===== config.mk =====
export PLATFORM = sky130hd
export DESIGN_NAME = mod12_hour_tracker
export DESIGN_NICKNAME = d
export VERILOG_FILES = /design/src/rtl/mod12_hour_tracker.sv
export SDC_FILE = /design/constraint.sdc
export NUM_CORES = 1
export LEC_CHECK = 0
export BUFFER_PORTS_ARGS = -buffer_cell sky130_fd_sc_hd__clkbuf_2
export CELL_PAD_IN_SITES_DETAIL_PLACEMENT = 1
export CELL_PAD_IN_SITES_GLOBAL_PLACEMENT = 1
export CORE_ASPECT_RATIO = 1.25
export CORE_MARGIN = 2
export CORE_UTILIZATION = 36
export CTS_CLUSTER_SIZE = 14
export DETAILED_ROUTE_END_ITERATION = 8
export PLACE_DENSITY = 0.8
export SYNTH_ARGS = -nofsm -noshare
export SYNTH_HDL_FRONTEND = slang
export SYNTH_SLANG_ARGS = --single-unit

===== constraint.sdc =====
create_clock -name clk -period 1.5 [get_ports clk]
set_input_delay 0.15 -clock clk [delete_from_list [all_inputs] [get_ports clk]]
set_output_delay 0.15 -clock clk [all_outputs]
set_load 0.05 [all_outputs]

===== src/rtl/mod12_hour_tracker.sv =====
// Turns samples of an upstream mod-12 counter into a 12-hour BCD display.
// Also tracks AM/PM and completed days, and flags jumps and illegal codes.
module mod12_hour_tracker #(
  parameter int unsigned DAY_W = 8
) (
  input  logic             clk,
  input  logic             rst,
  input  logic             en,
  input  logic [3:0]       q_in,
  output logic [3:0]       hour_tens,
  output logic [3:0]       hour_ones,
  output logic             pm,
  output logic [DAY_W-1:0] day_cnt,
  output logic             wrap_pulse,
  output logic             jump_pulse,
  output logic             illegal
);

  localparam int unsigned CNT_W   = 4;
  localparam int unsigned DIGIT_W = 4;

  typedef enum logic [1:0] {
    ST_IDLE  = 2'd0,
    ST_TRACK = 2'd1,
    ST_FAULT = 2'd2
  } state_e;

  state_e             state_q, state_d;
  logic [CNT_W-1:0]   prev_q, prev_d;
  logic [DIGIT_W-1:0] tens_q, tens_d;
  logic [DIGIT_W-1:0] ones_q, ones_d;
  logic               pm_q, pm_d;
  logic [DAY_W-1:0]   day_q, day_d;
  logic               wrap_q, wrap_d;
  logic               jump_q, jump_d;
  logic               illegal_q, illegal_d;

  // Counter value 0 is displayed as hour 12; other values map directly.
  function automatic logic [2*DIGIT_W-1:0] to_bcd(input logic [CNT_W-1:0] v);
    logic [2*DIGIT_W-1:0] bcd;
    case (v)
      4'd0:    bcd = {4'd1, 4'd2};
      4'd10:   bcd = {4'd1, 4'd0};
      4'd11:   bcd = {4'd1, 4'd1};
      default: bcd = {4'd0, v};
    endcase
    return bcd;
  endfunction

  always_ff @(posedge clk or posedge rst) begin
    if (rst) begin
      state_q   <= ST_IDLE;
      prev_q    <= '0;
      tens_q    <= DIGIT_W'(1);
      ones_q    <= DIGIT_W'(2);
      pm_q      <= 1'b0;
      day_q     <= '0;
      wrap_q    <= 1'b0;
      jump_q    <= 1'b0;
      illegal_q <= 1'b0;
    end else begin
      state_q   <= state_d;
      prev_q    <= prev_d;
      tens_q    <= tens_d;
      ones_q    <= ones_d;
      pm_q      <= pm_d;
      day_q     <= day_d;
      wrap_q    <= wrap_d;
      jump_q    <= jump_d;
      illegal_q <= illegal_d;
    end
  end

  always_comb begin
    state_d   = state_q;
    prev_d    = prev_q;
    tens_d    = tens_q;
    ones_d    = ones_q;
    pm_d      = pm_q;
    day_d     = day_q;
    wrap_d    = 1'b0;
    jump_d    = 1'b0;
    illegal_d = illegal_q;

    if (en && (state_q != ST_FAULT)) begin
      if (q_in >= 4'd12) begin
        // Illegal code: freeze everything and stay faulted until reset.
        illegal_d = 1'b1;
        state_d   = ST_FAULT;
      end else begin
        case (state_q)
          ST_IDLE: begin
            prev_d           = q_in;
            {tens_d, ones_d} = to_bcd(q_in);
            state_d          = ST_TRACK;
          end
          ST_TRACK: begin
            if (q_in == prev_q) begin
              prev_d = prev_q;
            end else if ((prev_q == 4'd11) && (q_in == 4'd0)) begin
              wrap_d           = 1'b1;
              pm_d             = ~pm_q;
              if (pm_q) day_d  = day_q + DAY_W'(1);
              prev_d           = q_in;
              {tens_d, ones_d} = to_bcd(q_in);
            end else if (q_in == (prev_q + 4'd1)) begin
              prev_d           = q_in;
              {tens_d, ones_d} = to_bcd(q_in);
            end else begin
              jump_d           = 1'b1;
              prev_d           = q_in;
              {tens_d, ones_d} = to_bcd(q_in);
            end
          end
          default: state_d = state_q;
        endcase
      end
    end
  end

  assign hour_tens  = tens_q;
  assign hour_ones  = ones_q;
  assign pm         = pm_q;
  assign day_cnt    = day_q;
  assign wrap_pulse = wrap_q;
  assign jump_pulse = jump_q;
  assign illegal    = illegal_q;

endmodule


**Word-level counts from Yosys, hierarchy flattened**

Index checks and enable logic that the tools add are counted.

- Add/subtract/negate cells: 2
- Magnitude comparators: 1
- Equality and inequality tests: 8
- Multiplexer cells: 20
- Bitwise gates (word level): 3
- Reductions and logical operators: 11

Operator list:

| kind | count |
|---|---|
| 4-bit one-hot mux with 2 select lines | 3 |
| 5-bit one-hot mux with 3 select lines | 1 |
| 4-bit == test (second input constant) | 3 |
| 4-bit two-way mux | 3 |
| 1-bit two-way mux | 11 |
| 8-bit by 1-bit adder with 8-bit output (second input constant) | 1 |
| 4-bit == test | 2 |
| 6-bit AND reduction | 1 |
| 5-bit AND reduction | 1 |
| 4-bit by 1-bit adder with 4-bit output (second input constant) | 1 |
| 4-bit greater-or-equal comparator (second input constant) | 1 |
| 4-bit logical NOT | 1 |
| 2-bit two-way mux | 2 |
| 2-bit != test (second input constant) | 2 |
| 2-bit AND reduction | 2 |
| 4-bit AND reduction | 1 |
| 2-bit nonzero test | 2 |
| 1-bit NOT | 3 |
| 2-bit by 1-bit == test with 1-bit output (second input constant) | 1 |
| 1-bit logical AND | 2 |
| 2-bit logical NOT | 1 |

- Flip-flop bits (word level): 26
- Word-level logic and storage cells: 54

**Longest topological paths before layout**

- Depth after elaboration: 8
- Depth in mapped cells: 5

**Worst setup path before layout**

No wires, ideal clock.

- Kind: flip-flop to flip-flop
- Start: reg pm_q, in the netlist pm
- End: reg day_q[7], in the netlist day_cnt[7]
- Data arrival time: 1.448 ns
- Path slack: -0.030 ns
- Cell stages (with the launch flop): 5
- Clock period less this slack: 1.530 ns
- Path through: dfrtp_1 -> and4b_1 -> nand3_1 -> nor3_1 -> xor2_1

- Word-level cells in the longest chain between the ends: 1

Ends and longest elaborated chain:

| item | line | RTL |
|---|---|---|
| start, declared | 32 | `logic pm_q, pm_d;` |
| start signal, assigned | 66 | `pm_q <= pm_d;` |
| 6-bit AND reduction (no line) | -- |  |
| end signal, assigned | 67 | `day_q <= day_d;` |
| end, declared | 33 | `logic [DAY_W-1:0] day_q, day_d;` |

No other way between the ends.
A chain may end at the register's enable or synchronous reset.

**Final worst setup path**

- Start: reg prev_q[0]
- End: reg pm_q, in the netlist pm

- Word-level cells in the longest chain between the ends: 3
- Elaborated cells on any way between the ends: 5
- Those cells by class: eq/ne: 2; bitwise: 1; reduce/logical: 2

Ends and longest elaborated chain:

| item | line | RTL |
|---|---|---|
| start, declared | 29 | `logic [CNT_W-1:0] prev_q, prev_d;` |
| start signal, assigned | 63 | `prev_q <= prev_d;` |
| 4-bit == test (on tied branches) | 100, 98 |  |
| 1-bit logical AND or 1-bit NOT (tied branches) | -- |  |
| 5-bit AND reduction (no line) * | -- |  |

Every way passes the cells marked *; elsewhere a longest branch is shown, timed or not.

==> summary.txt <==
Layout
  • Util after Layout: 0.495
  • Layout area overhead: 30.2%
  • Non-filler cells, final: approximately 170
  • Layout net count: around 150
  • Ant diodes: 0
  • Fraction of layout cells with a size suffix above 1: 0.489

Global route
  • First-pass GRT wire length: around 4000 µm
  • Initial antenna violation count: 0
  • Overall routing resource usage: 0.154
  • Total congestion overflow: 0
  • Vias in the first global route: between 800 and 900
  • Largest net degree at the start of global routing: 24

Run
  • Max Cap Viol: 0

Route
  • Drt via density: around 4.9
  • Via count: 850
  • DR iter-0 viols: 12
  • Routed Antenna Nets: 0
  • Post-Route WL: ~2500 µm
  • DR WL/cell: between 10 and 15 µm
  • First-pass DRT Iterations: 3
  • Remaining routing DRC violations: 0

Synthesis
  • Top cells by area, synth: dfrtp_1 46%, mux2_2 9.0%, xor2_1 7.7%
  • #FFs+latches synth: 23
  • Synth top area share: 0.465
  • Mapped Area: between 1000 and 1500 µm²
  • Synth unique cells: 32
  • Post-synthesis cell type with the largest combined area: dfrtp_1
  • Synth warn: 0
  • Avg Inst Size Synth: about 12 µm²
  • Asr flop ratio synth: 1.00
  • Post-Synthesis Cells: between 90 and 100
  • Synth top cells by count: 21 x dfrtp_1, 10 x xor2_1, 9 x mux2_2, 6 x nand2_1
  • Main synth FF type: dfrtp_1
  • Most frequent cell after synthesis: dfrtp_1
  • Post-synthesis sequential area ratio: 0.511
  • EDFF count, synth: 0

Power
  • Leak: slightly above 0.7 nW
  • Peak supply drop: between 0.6 and 0.7 mV
  • Pwr Density: roughly 1200 nW/µm²

Placement
  • DPL Wire Length: 1900 µm
  • DP Cell Count: around 170
  • IO Port Bufs: 23
  • GPL Wtd Cong: between 0.7 and 0.8

Floorplanning
  • Row cnt: 22
  • Core footprint: approximately 3000 µm²
  • Initial core utilization: 0.380
  • Die height: between 60 and 70 µm
  • Die ar.: 3610 µm²
  • Io pins: 27
  • Die X: ~54 µm

Setup path
  • Critical Path Source Type: flip-flop
  • Kind of critical path: flip-flop to flip-flop
  • Crit Path Max Fanout: 4
  • Critical path endpoint category: flip-flop
  • Critical Path RT: roughly 1700 ps
  • Slowest CP cell: dfrtp_2
  • Critical-path cell list: ha_2, and4bb_2, and2_1, and3_1, xor2_1
  • Worst EP arrival: 1790 ps
  • Largest stage delay, worst path: ~460 ps

Run status
  • Failing checks: setup timing
  • Status: finished, violations left

Clocking
  • Clk_lat worst skew: around 300 ps
  • H-Tree Depth: 1
  • Clk slew on worst S/H paths: around 120 ps
  • CTS sink count: 23
  • Cts bufs inserted: 3
  • CTS tree: yes
  • CTS root buf: clkbuf_4
  • CTS Buffer Depth: 2

Timing
  • Post-route clock period utilization: 1.06
  • Slew Limit Fails: 0
  • Unrepaired setup endpoints after global routing: yes
  • Clk_skew: 0.991 ps
  • Final setup margin: -92.3 ps
  • Final worst path period need: around 1600 ps
  • Final hold viol count: 0
  • Setup TNS: -354 ps
  • F_max: around 630 MHz
  • Finish-stage setup viols: 9

Worst hold path
  • Worst Hold Class: input port to flip-flop
-- flip-flops by register name (all words and copies together), names as in the netlist --
register,count
day_cnt,8
hour_ones,4
prev_q,4
state_q,2
hour_tens,1
illegal,1
jump_pulse,1
pm,1
wrap_pulse,1
-- stage by stage --
| stage | setup WS (ps) | hold slack, ps | total power [mW] | instance area [µm²] |
|---|---|---|---|---|
| 2_1_floorplan | 34.0 | 150 | 1.25 | 1140 |
| 3_3_place_gp | -44.5 | 181 | 1.40 | 1350 |
| 3_5_place_dp | -122 | 191 | 1.43 | 1350 |
| 4_1_cts | -101 | 81.2 | 1.75 | 1400 |
| 5_1_grt | -145 | 108 | 1.90 | 1470 |
| 6_report | -92.3 | 116 | 1.79 | 1470 |
-- logic make-up after synthesis --
group                      share of synthesized area
DFF                                            0.511
adders and majority gates                     0.0221
buffers and inverters                         0.0454
AOI/OAI and AO/OA                             0.0442
and+or+nand+nor                                0.168
muxes                                         0.0896
other                                        0.00332
xor gates and xnor gates                       0.116
-- power breakdown --
part	total (mW)	switching (mW)	internal, mW
combinational	0.706	0.420	0.286
clock	0.283	0.179	0.104
sequential	0.804	0.0793	0.725
total	1.79	0.679	1.11
-- critical path, delay by kind of cell, from the launching register on --
family                     cells  cell delay, ps
and+or+nand+nor                3             670
xor gates and xnor gates       1             140
adders and majority gates      1             210
DFF                            1             460
-- what timing repair did --
action / CTS / global route
pin swaps: 4 / 7
buffers inserted: 3 / 2
setup endpoints to repair: 11 / 15
hold endpoints to repair: 21 / 0
hold buffers: 1 / 0
resized for setup: 2 / 11
-- layout make-up --
type / instances / area (µm²)
clock buffer: 4 / 26.3
inverter: 2 / 7.51
timing repair buffer: 39 / 238
multi-input combinational: 69 / 576
fill: 329 / 1500
tap: 36 / 45.0
sequential: 23 / 581
-- metal layers --
layer | wire length (µm) | track usage
met4 | 29 | 0.0656
met2 | 1380 | 0.270
met3 | 46 | 0.0135
met1 | 1030 | 0.186
met5 | 0 | 0
-- path summary, 6_finish.rpt --
check,from,to,slack [ps],depth (start not counted)
max,prev_q[0]$_DFFE_PP0P_,pm$_DFFE_PP0P_,-90,5
min,en,jump_pulse$_DFF_PP0_,120,3
min in group asynchronous,rst,hour_ones[2]$_DFFE_PP0P_,420,4
min reg2reg,day_cnt[7]$_DFFE_PP0P_,day_cnt[7]$_DFFE_PP0P_,480,1
max in group asynchronous,rst,hour_ones[1]$_DFFE_PP1P_,790,4
max reg2reg,prev_q[0]$_DFFE_PP0P_,pm$_DFFE_PP0P_,-90,5
-- cells in the final DEF (no fill, tap or decap), types with 2 or more instances in the layout --
cell	n
inv_1	2
clkbuf_4	3
nor2_2	2
buf_4	15
nor3_2	2
mux2_2	8
xnor2_1	5
nand2_1	6
nand4_1	3
conb_1	3
nor2b_1	3
clkbuf_2	23
dfstp_2	2
and3_1	2
xor2_2	3
xor2_1	7
nor2_1	3
dfrtp_1	19
nand3_1	4
dfrtp_2	2
Note: power is estimated with default switching activity, not from simulation.
